===== config.mk =====
export PLATFORM = sky130hd
export DESIGN_NAME = lcd_read_engine
export DESIGN_NICKNAME = d
export VERILOG_FILES = /design/src/rtl/lcd_read_engine.sv
export SDC_FILE = /design/constraint.sdc
export NUM_CORES = 1
export LEC_CHECK = 0
export BUFFER_PORTS_ARGS = -buffer_cell sky130_fd_sc_hd__buf_2
export CORE_MARGIN = 4
export CORE_UTILIZATION = 48
export DETAILED_ROUTE_END_ITERATION = 7
export GPL_ROUTABILITY_DRIVEN = 0
export MAX_ROUTING_LAYER = met4
export PLACE_DENSITY = 0.66
export REMOVE_ABC_BUFFERS = 1
export SLEW_MARGIN = 20
export SYNTH_ARGS = -nofsm -noshare
export SYNTH_HDL_FRONTEND = slang
export SYNTH_SLANG_ARGS = --single-unit

===== constraint.sdc =====
create_clock -name clk -period 3 [get_ports clk]
set_input_delay 0.3 -clock clk [delete_from_list [all_inputs] [get_ports clk]]
set_output_delay 0.3 -clock clk [all_outputs]
set_load 0.03 [all_outputs]

===== src/rtl/lcd_read_engine.sv =====
// lcd_read_engine: 4-bit HD44780 read side (busy flag/AC or DDRAM data).
// Arbitrates for the LCD pins, pulses E twice per byte, optional BF polling.
module lcd_read_engine #(
  parameter int T_SETUP  = 2,
  parameter int T_EH     = 12,
  parameter int T_EL     = 50,
  parameter int POLL_MAX = 100000
) (
  input  logic       clk,
  input  logic       rst,
  input  logic       rd_req,
  input  logic       rd_rs,
  input  logic       rd_poll,
  output logic       rd_busy,
  output logic       rd_valid,
  output logic [7:0] rd_data,
  output logic       rd_timeout,
  output logic       bus_req,
  input  logic       bus_gnt,
  output logic       lcd_rd_act,
  input  logic [3:0] lcd_din,
  output logic [2:0] control
);

  localparam int CW = 17;

  localparam logic [3:0] IDLE  = 4'd0;
  localparam logic [3:0] REQ   = 4'd1;
  localparam logic [3:0] SET_H = 4'd2;
  localparam logic [3:0] EHI_H = 4'd3;
  localparam logic [3:0] ELO_H = 4'd4;
  localparam logic [3:0] SET_L = 4'd5;
  localparam logic [3:0] EHI_L = 4'd6;
  localparam logic [3:0] ELO_L = 4'd7;
  localparam logic [3:0] CHK   = 4'd8;
  localparam logic [3:0] DONE  = 4'd9;

  localparam logic [CW-1:0] SET_C  = CW'(T_SETUP - 1);
  localparam logic [CW-1:0] EH_C   = CW'(T_EH - 1);
  localparam logic [CW-1:0] EL_C   = CW'(T_EL - 1);
  localparam logic [CW-1:0] PMAX_C = CW'(POLL_MAX - 1);

  logic [3:0]    state;
  logic [CW-1:0] cnt;
  logic [CW-1:0] poll_cnt;
  logic          rs_l;
  logic          poll_l;
  logic [3:0]    hi;
  logic [3:0]    lo;
  logic          e;
  logic          rs_o;
  logic          rw;
  logic          cnt_zero;

  assign control  = {e, rs_o, rw};
  assign cnt_zero = (cnt == '0);

  // Sequencer: grant, two E pulses per byte, optional BF re-read, result.
  always_ff @(posedge clk or posedge rst) begin
    if (rst) begin
      state      <= IDLE;
      cnt        <= '0;
      poll_cnt   <= '0;
      rs_l       <= 1'b0;
      poll_l     <= 1'b0;
      hi         <= 4'h0;
      lo         <= 4'h0;
      e          <= 1'b0;
      rs_o       <= 1'b0;
      rw         <= 1'b0;
      rd_busy    <= 1'b0;
      rd_valid   <= 1'b0;
      rd_timeout <= 1'b0;
      rd_data    <= 8'h00;
      bus_req    <= 1'b0;
      lcd_rd_act <= 1'b0;
    end else begin
      rd_valid   <= 1'b0;
      rd_timeout <= 1'b0;
      if (!cnt_zero) cnt <= cnt - 1'b1;
      case (state)
        IDLE: if (rd_req) begin
          rs_l    <= rd_rs;
          poll_l  <= rd_poll;
          bus_req <= 1'b1;
          rd_busy <= 1'b1;
          state   <= REQ;
        end
        REQ: if (bus_gnt) begin
          lcd_rd_act <= 1'b1;
          rs_o       <= rs_l;
          rw         <= 1'b1;
          cnt        <= SET_C;
          state      <= SET_H;
        end
        SET_H: if (cnt_zero) begin
          e     <= 1'b1;
          cnt   <= EH_C;
          state <= EHI_H;
        end
        EHI_H: if (cnt_zero) begin
          hi    <= lcd_din;
          e     <= 1'b0;
          cnt   <= EL_C;
          state <= ELO_H;
        end
        ELO_H: if (cnt_zero) begin
          cnt   <= SET_C;
          state <= SET_L;
        end
        SET_L: if (cnt_zero) begin
          e     <= 1'b1;
          cnt   <= EH_C;
          state <= EHI_L;
        end
        EHI_L: if (cnt_zero) begin
          lo    <= lcd_din;
          e     <= 1'b0;
          cnt   <= EL_C;
          state <= ELO_L;
        end
        ELO_L: if (cnt_zero) state <= CHK;
        CHK: begin
          if (poll_l && !rs_l && hi[3] && (poll_cnt < PMAX_C)) begin
            poll_cnt <= poll_cnt + 1'b1;
            cnt      <= SET_C;
            state    <= SET_H;
          end else begin
            rd_data    <= {hi, lo};
            rd_valid   <= 1'b1;
            rd_timeout <= poll_l && hi[3];
            e          <= 1'b0;
            rs_o       <= 1'b0;
            rw         <= 1'b0;
            lcd_rd_act <= 1'b0;
            bus_req    <= 1'b0;
            poll_cnt   <= '0;
            state      <= DONE;
          end
        end
        DONE: begin
          rd_busy <= 1'b0;
          state   <= IDLE;
        end
        default: state <= IDLE;
      endcase
    end
  end

endmodule

## Word-level counts from Yosys, hierarchy flattened

Cells that the tools add are included.
Widths: inputs -> output; s select.

| word-level totals | value |
|---|---|
| flip-flop bits (word level) | 63 |
| bits of input ports | 10 |
| output and inout port bits | 16 |

| cells by class | value |
|---|---|
| $add $sub $neg | 2 |
| order comparisons | 1 |
| eq/ne operators | 20 |
| muxes and demuxes | 33 |
| bitwise gates (word level) | 1 |
| reduce and logical (&&, ||, !) cells | 22 |

Operator list:

| kind | number |
|---|---|
| $mux 17 | 7 |
| $pmux 17 s5 | 1 |
| $mux 4 | 9 |
| $pmux 4 s9 | 1 |
| $ne 2x2->1 const B | 9 |
| $add 17x1->17 const B | 1 |
| $logic_not 17->1 | 1 |
| $lt 17x17->1 const B | 1 |
| $sub 17x1->17 const B | 1 |
| $eq 4x3->1 const B | 4 |
| $mux 1 | 10 |
| $reduce_and 2->1 | 5 |
| $eq 4x2->1 const B | 2 |
| $eq 4x4->1 const B | 2 |
| $pmux 1 s2 | 4 |
| $reduce_and 8->1 | 1 |
| $reduce_and 3->1 | 2 |
| $reduce_bool 2->1 | 3 |
| $eq 4x1->1 const B | 1 |
| $logic_and 1x1->1 | 4 |
| $logic_not 4->1 | 1 |
| $ne 2x1->1 const B | 2 |
| $reduce_and 4->1 | 1 |
| $reduce_or 2->1 | 2 |
| other kinds (4) | 4 |

## Longest topological paths before layout

Gate-level depths: netlist of run 1.

| depth | value |
|---|---|
| word-level depth | 6 |
| gate-level depth with buffers | 11 |
| gate-level depth less buffers | 11 |

## Worst setup path after synthesis of run 1

OpenSTA, ideal clock, no wires.

| timing path | value |
|---|---|
| path type | register -> register |
| start | register poll_cnt[11] |
| end | register rd_data[0] |
| library setup time | 0.125 ns |
| arrival | 2.064 ns |
| data required time | 2.875 ns |
| path slack | 0.811 ns |
| stages on the path, launching flop included | 6 |
| clock period less this slack | 2.189 ns |
| path through | dfrtp_1 > or4_1 > a311o_1 > a22oi_4 > buf_6 > mux2_2 |

| between the ends | value |
|---|---|
| word-level cells in the longest chain between the ends | 4 |

RTL lines:

| item | RTL line | RTL |
|---|---|---|
| start, declared | 45 | `logic [CW-1:0] poll_cnt;` |
| start signal, assigned | 125 | `poll_cnt <= poll_cnt + 1'b1;` |
| $lt 17x17->1 | 124 | `if (poll_l && !rs_l && hi[3] && (poll_cnt < PMAX_C)) begin` |
| $logic_and 1x1->1 | 124 |  |
| $not 1->1 (no source line) | - |  |
| $reduce_and 2->1 (no source line) | - |  |
| end signal, assigned | 129 | `rd_data <= {hi, lo};` |
| end, declared | 16 | `output logic [7:0] rd_data,` |

No other way between the ends.
A chain may end at the register's enable or synchronous reset.

## Final worst setup path of run 1

| timing path | value |
|---|---|
| start | register poll_cnt[12] |
| end | register cnt[3] |

| between the ends | value |
|---|---|
| word-level cells in the longest chain between the ends | 4 |

RTL lines:

| item | RTL line | RTL |
|---|---|---|
| $lt 17x17->1 | 124 |  |
| $logic_and 1x1->1 | 124 |  |
| $mux 17 | 124 |  |
| $pmux 17 s5 | 81 | `case (state)` |
| end signal, assigned | 80 | `if (!cnt_zero) cnt <= cnt - 1'b1;` |
| end, declared | 44 | `logic [CW-1:0] cnt;` |

No other way between the ends.

==> results of run 1 <==
==> timing repair <==
action	CTS	global route
gates resized for setup	0	0
hold buffers	1	0
endpoints found under the hold margin	9	0
==> cell usage after synthesis, types with 2 or more instances <==
cell type	number	share of area, %
nand3b_1	6	1.4
a21o_1	3	0.69
mux2_4	4	1.8
a21oi_1	7	1.1
nor4_4	2	1.3
nor4_1	2	0.38
mux2_2	15	5.2
buf_4	3	0.69
inv_1	6	0.69
xor2_1	12	3.2
mux2i_1	2	0.62
ha_1	3	1.2
nor3_1	13	2.0
and2_1	3	0.58
buf_2	2	0.31
nand4_1	9	1.7
nand2b_1	3	0.58
dfrtp_1	63	48
nand2_1	20	2.3
a22o_1	7	1.9
o31ai_1	2	0.46
a221oi_1	2	0.54
nand3_1	6	0.92
nand4b_1	2	0.54
xnor2_1	6	1.6
nor2_1	39	4.5
o21ai_0	13	2.0
buf_6	2	0.69
o211ai_1	2	0.46
nor2b_1	4	0.77
clkbuf_1	3	0.35
and3_1	4	0.77
or4_1	2	0.46
o41ai_1	2	0.54
==> worst max path at each step <==
stage | cells past startpoint | end | from | slack, ns
final | 5 | cnt[3]$_DFF_PP0_ | poll_cnt[12]$_DFFE_PP0P_ | 0.58
after global routing | 5 | cnt[3]$_DFF_PP0_ | poll_cnt[12]$_DFFE_PP0P_ | 0.48
after CTS | 5 | cnt[3]$_DFF_PP0_ | poll_cnt[12]$_DFFE_PP0P_ | 0.56
after detailed placement | 5 | cnt[3]$_DFF_PP0_ | poll_cnt[12]$_DFFE_PP0P_ | 0.58
after global placement | 5 | cnt[3]$_DFF_PP0_ | poll_cnt[12]$_DFFE_PP0P_ | 0.60
after floorplan | 5 | cnt[3]$_DFF_PP0_ | poll_cnt[11]$_DFFE_PP0P_ | 0.66
==> cells by family (layout without fill, tap and decap cells) <==
family	after synthesis	in the layout	share of synthesized area, %
xor+xnor	18	18	4.848
flops	63	63	48.48
fa+ha+maj	3	3	1.154
compound gates	51	51	11.58
mux	21	21	7.657
buf+inv	19	58	3.540
simple gates	128	128	22.74
==> metal layers <==
layer | vias to the layer above | track usage [%] | routed length, um
met4 | 0 | 5.867 | 29
li1 | 1169 | - | -
met1 | 1129 | 21.79 | 2983
met3 | 2 | 5.500 | 221
met2 | 31 | 26.88 | 3031
met5 | - | - | 0
==> sequential cells by signal, summed over array words and instances, names as in the netlist, 4 cells and up <==
register	flops
cnt	17
hi	4
lo	4
poll_cnt	17
rd_data	8
state	4
==> critical path, cell delays in order, from the launching register on <==
cell,delay [ns]
dfrtp_1,0.42
or4_1,0.52
a311o_1,0.42
a22oi_4,0.27
o211a_1,0.46
a221oi_1,0.17
==> power by group through the flow <==
stage | logic [mW] | clock network [mW] | registers, mW
2_1_floorplan | 0.0135 | 0 | 0.865
3_3_place_gp | 0.0284 | 0 | 0.865
3_5_place_dp | 0.0282 | 0 | 0.865
4_1_cts | 0.0294 | 0.813 | 0.849
5_1_grt | 0.0327 | 0.858 | 0.848
6_report | 0.0279 | 0.787 | 0.849
==> final cells by class <==
cell class / instances / area [um^2]
Inverter: 8 / 35.03
Clock inverter: 6 / 85.08
Sequential cell: 63 / 1577
Clock buffer: 10 / 127.6
Multi-Input combinational cell: 221 / 1560
Fill cell: 543 / 2783
Timing Repair Buffer: 34 / 195.2
Tap cell: 77 / 96.34
==> out/summary.txt, run 1 <==
Routed WL per cell = 14.95 um
Crit end category = register
Final core occ = 56.92%
Syn-to-layout area delta = 13.04%
Clk pin slew, worst setup/hold paths = 0.07 ns
Largest net degree at the start of global routing = 31
Critical hold path startpoint = rd_poll
R2R Path End = cnt[3]$_DFF_PP0_
Via count = 2331
Slew margin rel. = 64.38%
Lkg Pwr = 1.700 nW
Initial core utilization = 50.35%
Setup TNS = 0 ns
Net Sw Frac = 20.61%
HPWL Detailed = 4436 um
Max Buffers Root-to-Sink = 2
R2r setup slk = 0.58 ns
Area after DPL = 3453 um^2
Port Buf Inserts = 25
Crit path time final = 2.420 ns
Synth unique cells = 63
Power Internal = 1.321 mW
#FFs+latches synth = 63
Die area = 8156 um^2
Status = finished clean
Fraction of layout cells with a size suffix above 1 = 25.15%
Worst r2r src = poll_cnt[12]$_DFFE_PP0P_
H-tree depth = 3
Yosys warnings = 0
Hold Path Sink = poll_l$_DFFE_PP0P_
Hold Slack = 0.2011 ns
Fmax = 413.3 MHz
Power per Cell Area = 452.7 nW/um^2
Overall power = 1.664 mW
Post-synthesis sequential area ratio = 48.48%
Antenna Nets Post-Route = 0
Critical path class = register to register
CP arrival = 2.60 ns
Async S/R FF share, synth = 100.0%
DR iter-0 viols = 133
CP Data Required Time = 3.18 ns
Max cap viols = 0
Worst-margin pin slew = 0.5302 ns
RSZ-0062 raised after global routing = no
Grt total ovfl = 0
Initial antenna violation count = 0
Clock Skews = 0.01148 ns
CP Launch Type = register
Hold Crit Depth = 2
Core ar. = 6459 um^2
Inserted Diodes = 0
Commonest non-fill, non-tap cell in the layout = dfrtp_1
Site Rows = 29
Via/cell ratio = 5.563
Post-synth EDFFs = 0
Fin cells = 419
Sink Count = 63
Most frequent cells in the layout = dfrtp_1 (63), nor2_1 (39), buf_2 (25), nand2_1 (20), mux2_2 (15)
Drt drc = 0
Width of the die = 90.31 um
Design area = 3676 um^2
GRT Total Usage = 17.41%
Pre-CTS WS = 0.5820 ns
Critical path peak fanout = 13
NumNets Final = 350
Cell area after synthesis = 3252 um^2
Cells after synthesis = 303
CTS tree = built
Root buf cell = clkbuf_8
Comb power frac = 1.7%
Max-slew violation count = 0
P_sw = 0.3430 mW
Worst setup margin = 0.5805 ns
Sequential group share of total power = 51.0%
R2R depth = 5
First-pass GRT wire length = 11330 um
Hold Path Class = input port to register
Inst Count DP = 402
Number of global-route vias before repair = 2351
Period utilization = 80.65%
Maximum VDD drop = 0.3690 mV
TritonCTS buffer count = 9
Final WL = 6266 um
Clk Latency, worst-skew pair = 0.34 ns
Final Setup Violations = 0
Main synth FF type = dfrtp_1
Post-CTS setup buffers = 0
Die Y-Extent = 90.31 um
Avg Inst Size Synth = 10.73 um^2
Pre-antenna DRT Iters = 4
Ports = 26
Number of hold violations in the final report = 0
Clock power frac = 47.3%
Power figures use the tool's default switching activity.
==> run 2, diff against run 1 <==
--- a/config.mk
+++ b/config.mk
@@ -11,7 +11,7 @@
 export DETAILED_ROUTE_END_ITERATION = 7
 export GPL_ROUTABILITY_DRIVEN = 0
 export MAX_ROUTING_LAYER = met4
-export PLACE_DENSITY = 0.66
+export PLACE_DENSITY = 0.69
 export REMOVE_ABC_BUFFERS = 1
 export SLEW_MARGIN = 20
 export SYNTH_ARGS = -nofsm -noshare
==> constraint.sdc (replaced) <==
create_clock -name clk -period 2 [get_ports clk]
set_input_delay 0.2 -clock clk [delete_from_list [all_inputs] [get_ports clk]]
set_output_delay 0.2 -clock clk [all_outputs]
set_load 0.03 [all_outputs]
==> out/summary.txt, run 2 (synthesized netlist as in run 1, its figures left out) <==
HPWL Detailed = 4842 um
Crit end category = register
GRT Max-Usage Layer = met2
Largest regs = cnt (17), poll_cnt (17), rd_data (8)
Setup TNS = -2.004 ns
Drt drc = 0
Initial core utilization = 50.35%
Sink Count = 63
Max cap viols = 0
Pre-antenna DRT Iters = 4
First-pass GRT wire length = 11810 um
Max Buffers Root-to-Sink = 2
Maximum VDD drop = 0.3977 mV
CTS tree = built
Worst r2r src = poll_cnt[11]$_DFFE_PP0P_
Design area = 4240 um^2
Final core occ = 65.65%
Worst-margin pin slew = 0.6833 ns
Largest net degree at the start of global routing = 64
Status = finished, violations left
Most frequent cells in the layout = dfrtp_1 (63), buf_4 (45), nor2_1 (38), buf_2 (25), nand2_1 (20)
Max-slew violation count = 0
TritonCTS buffer count = 9
Hold Slack = 0.08177 ns
Port Buf Inserts = 25
Critical path peak fanout = 11
Routed WL per cell = 15.42 um
Grt total ovfl = 0
NumNets Final = 396
Antenna Nets Post-Route = 0
Power per Cell Area = 579.8 nW/um^2
Period utilization = 105.0%
Die area = 8156 um^2
Number of hold violations in the final report = 0
CP Data Required Time = 2.24 ns
Clk Latency, worst-skew pair = 0.35 ns
Worst setup margin = -0.1005 ns
Hold Path Sink = poll_l$_DFFE_PP0P_
H-tree depth = 3
Inserted Diodes = 0
DR iter-0 viols = 180
Die Y-Extent = 90.31 um
Number of global-route vias before repair = 2523
Fmax = 476.1 MHz
Hold Crit Depth = 2
Crit path time final = 2.101 ns
CP Launch Type = register
Via count = 2616
Area after DPL = 3784 um^2
Clock Skews = 0.01089 ns
Final Setup Violations = 31
Width of the die = 90.31 um
Failing checks = setup timing
GR Util met3 = 5.083%
Root buf cell = clkbuf_8
Overall power = 2.459 mW
R2R depth = 7
Syn-to-layout area delta = 30.40%
GRT met2 Usage = 29.56%
CP arrival = 2.34 ns
Critical path class = register to register
Slew margin rel. = 54.45%
Site Rows = 29
Grt met1 use = 22.49%
GRT Total Usage = 18.66%
Core ar. = 6459 um^2
RSZ-0062 raised after global routing = yes
Fraction of layout cells with a size suffix above 1 = 38.40%
Commonest non-fill, non-tap cell in the layout = dfrtp_1
R2r setup slk = -0.10 ns
Hold Path Class = input port to register
R2R Path End = cnt[13]$_DFF_PP0_
Final WL = 7168 um
Via/cell ratio = 5.626
Clk pin slew, worst setup/hold paths = 0.08 ns
Critical hold path startpoint = rd_poll
Lkg Pwr = 1.992 nW
Ports = 26
Initial antenna violation count = 0
==> run 2: cell count changes in the layout (fill, tap and decap cells not counted), sizes merged <==
cell,previous run,this run
clkinvlp,2,3
bufinv,2,1
buf,33,79
==> run 2: worst max path at each step <==
stage	startpoint	to	slack [ns]	cells past startpoint
CTS	cnt[7]$_DFF_PP0_	cnt[13]$_DFF_PP0_	-0.11	8
global route	poll_cnt[11]$_DFFE_PP0P_	cnt[13]$_DFF_PP0_	-0.18	7
global placement	poll_cnt[11]$_DFFE_PP0P_	rd_data[0]$_DFFE_PP0P_	-0.16	5
detailed placement	poll_cnt[11]$_DFFE_PP0P_	rd_data[1]$_DFFE_PP0P_	-0.20	5
floorplan	poll_cnt[11]$_DFFE_PP0P_	cnt[3]$_DFF_PP0_	-0.34	5
finish	poll_cnt[11]$_DFFE_PP0P_	cnt[13]$_DFF_PP0_	-0.10	7
==> run 2: worst max-delay path: stages, from the launching register on <==
cell and delay [ns]:
dfrtp_1 0.38, or4_1 0.52, a311o_1 0.33, a22oi_4 0.24, buf_4 0.15, o211a_4 0.18, buf_12 0.13, nor2_1 0.05
==> run 2: timing repair <==
action | CTS | global route
pin swaps | 8 | 9
hold buffers | 1 | 0
resized for setup | 23 | 22
setup endpoints to repair | 53 | 54
buffers inserted | 3 | 4
hold endpoints to repair | 63 | 0
==> run 2: per-stage QoR <==
stage / setup slack (ns) / instances
after floorplan: -0.3425 / 292
after global placement: -0.1612 / 441
after detailed placement: -0.2000 / 441
after CTS: -0.1099 / 461
after global routing: -0.1831 / 465
final: -0.1005 / 465
==> run 2: power breakdown <==
group | total (mW) | internal (mW) | switching [mW] | leakage, nW
Combinational | 0.0444 | 0.0128 | 0.0317 | 1.10
Clock | 1.14 | 0.612 | 0.529 | 0.0947
Sequential | 1.27 | 1.27 | 0 | 0.793
==> run 2: cell type report <==
type                            instances  area (um^2)
Clock buffer                           10        137.6
Clock inverter                          6        70.07
Fill cell                             490         2218
Inverter                                8        37.54
Multi-Input combinational cell        221         1722
Sequential cell                        63         1577
Tap cell                               77        96.34
Timing Repair Buffer                   80        600.6
==> run 2: routing by layer <==
metal  share of wire (%)  vias up
met5                   0        -
met4                 1.7        0
met3                 3.5       12
met2                  50       53
met1                  45     1289
li1                    -     1262
==> run 3, diff against run 2 <==
--- a/config.mk
+++ b/config.mk
@@ -6,14 +6,14 @@
 export NUM_CORES = 1
 export LEC_CHECK = 0
 export BUFFER_PORTS_ARGS = -buffer_cell sky130_fd_sc_hd__buf_2
-export CORE_MARGIN = 4
+export CORE_MARGIN = 5
 export CORE_UTILIZATION = 48
 export DETAILED_ROUTE_END_ITERATION = 7
 export GPL_ROUTABILITY_DRIVEN = 0
 export MAX_ROUTING_LAYER = met4
 export PLACE_DENSITY = 0.69
 export REMOVE_ABC_BUFFERS = 1
-export SLEW_MARGIN = 20
+export SLEW_MARGIN = 25
 export SYNTH_ARGS = -nofsm -noshare
 export SYNTH_HDL_FRONTEND = slang
 export SYNTH_SLANG_ARGS = --single-unit
==> constraint.sdc (replaced) <==
create_clock -name clk -period 2 [get_ports clk]
set_input_delay 0.2 -clock clk [delete_from_list [all_inputs] [get_ports clk]]
set_output_delay 0.2 -clock clk [all_outputs]
set_load 0.1 [all_outputs]
==> out/summary.txt, run 3 (synthesized netlist as in run 1, its figures left out) <==
Critical path class = register to register
Inserted Diodes = 0
Initial antenna violation count = 0
Maximum VDD drop = 0.3802 mV
Max Buffers Root-to-Sink = 2
Largest net degree at the start of global routing = 25
Sequential group share of total power = 49.5%
Fraction of layout cells with a size suffix above 1 = 41.84%
Hold Path Class = input port to register
Status = finished, violations left
Failing checks = setup timing
Final WL = 7539 um
Largest regs = cnt (17), poll_cnt (17), rd_data (8)
Worst-margin pin slew = 0.4879 ns
Number of hold violations in the final report = 0
Crit end category = register
Area after DPL = 3797 um^2
Grt total ovfl = 0
Net Sw Frac = 21.28%
HPWL Detailed = 4936 um
Die Y-Extent = 92.31 um
Design area = 4372 um^2
Initial core utilization = 48.67%
Critical path peak fanout = 6
H-tree depth = 3
Drt drc = 0
Clk pin slew, worst setup/hold paths = 0.08 ns
P_sw = 0.5477 mW
Max cap viols = 0
Fill count = 493
Worst r2r src = poll_cnt[11]$_DFFE_PP0P_
Root buf cell = clkbuf_8
Max-slew violation count = 0
Port Buf Inserts = 25
CP Data Required Time = 2.21 ns
Power per Cell Area = 588.7 nW/um^2
Ports = 26
Most frequent cells in the layout = dfrtp_1 (63), buf_4 (41), nor2_1 (32), buf_2 (25), nand2_1 (19)
R2r setup slk = -0.15 ns
Clock power frac = 48.9%
NumNets Final = 400
First-pass GRT wire length = 12300 um
Critical hold path startpoint = rd_rs
Number of global-route vias before repair = 2648
CP arrival = 2.36 ns
Clk Latency, worst-skew pair = 0.34 ns
Power Internal = 2.026 mW
Width of the die = 92.31 um
Fmax = 465.2 MHz
RSZ-0062 raised after global routing = yes
Die area = 8521 um^2
Overall power = 2.574 mW
CTS tree = built
Site Rows = 30
Comb power frac = 1.6%
DR iter-0 viols = 257
Crit path time final = 2.150 ns
Syn-to-layout area delta = 34.44%
Worst setup margin = -0.1496 ns
Crit path launch = poll_cnt[11]$_DFFE_PP0P_
CP Launch Type = register
Via count = 2638
TritonCTS buffer count = 9
Routed WL per cell = 15.97 um
Core ar. = 6681 um^2
Slew margin rel. = 67.42%
Final Setup Violations = 52
Via/cell ratio = 5.589
Sink Count = 63
Antenna Nets Post-Route = 0
Period utilization = 107.5%
Pre-antenna DRT Iters = 4
Clock Skews = 0.01062 ns
Commonest non-fill, non-tap cell in the layout = dfrtp_1
Lkg Pwr = 2.043 nW
GRT Total Usage = 18.48%
run 3: changes by cell type in the layout (fill, tap and decap cells not counted), sizes merged:
cell,delta
bufinv,+1
buf,+3
inv,+1
clkbuf,+1
clkinv,-1
clkinvlp,-1
run 3: area by class of cell:
cell class	instances	area (um^2)	area share, %
Multi-Input combinational cell	221	1753	40.10
Sequential cell	63	1577	36.06
Timing Repair Buffer	84	669.4	15.31
Clock buffer	10	137.6	3.148
Tap cell	80	100.1	2.290
Clock inverter	6	92.59	2.118
Inverter	8	42.54	0.9731
run 3: path summary, 6_finish.rpt:
| path | cells past startpoint | end |
|---|---|---|
| worst max-delay path | 5 | rd_data[2]$_DFFE_PP0P_ |
| worst min-delay path | 2 | rs_l$_DFFE_PP0P_ |
| worst max register to register | 5 | rd_data[2]$_DFFE_PP0P_ |
| worst min register to register | 2 | bus_req$_DFFE_PP0P_ |
| max in group asynchronous | 4 | cnt[2]$_DFF_PP0_ |
| min in group asynchronous | 3 | rd_data[5]$_DFFE_PP0P_ |
run 3: timing repair:
item	in CTS	in global routing
resized for setup	15	56
cloned	0	1
hold buffers	1	0
pin swaps	9	14
buffers inserted	5	3
endpoints found under the setup margin	49	52
hold endpoints to repair	22	0
run 3: power by group through the flow:
| stage | combinational (mW) | clock (mW) | sequential (mW) |
|---|---|---|---|
| 3_5_place_dp | 0.0419 | 0 | 1.30 |
| 2_1_floorplan | 0.0202 | 0 | 1.30 |
| 3_3_place_gp | 0.0415 | 0 | 1.30 |
| 6_report | 0.0424 | 1.26 | 1.27 |
| 4_1_cts | 0.0436 | 1.29 | 1.27 |
| 5_1_grt | 0.0510 | 1.35 | 1.27 |
run 3: metrics by stage:
stage	TNS [ns]	cells	hold slack, ns	setup WS (ns)	utilization (%)
after floorplan	-6.361	292	0.3481	-0.3425	-
after global placement	-3.324	447	0.2570	-0.1519	56.84
after detailed placement	-4.349	447	0.2537	-0.1850	56.84
after CTS	-2.061	469	0.08134	-0.09746	61.97
after global routing	-6.678	472	0.08679	-0.1882	65.43
final	-3.360	472	0.09568	-0.1496	65.43
run 3: critical path: stages (launching register included):
cell and delay (ns):
dfrtp_1 0.38, or4_4 0.53, a311o_1 0.32, a22oi_4 0.28, clkbuf_16 0.22, mux2_4 0.29
run 3: metal layers:
metal | global-route usage [%] | wire [um] | up-vias
met2 | 30.39 | 3833 | 56
met1 | 22.74 | 3348 | 1303
li1 | - | - | 1271
met4 | 6.807 | 74 | 0
met3 | 3.574 | 283 | 8
met5 | - | 0 | -
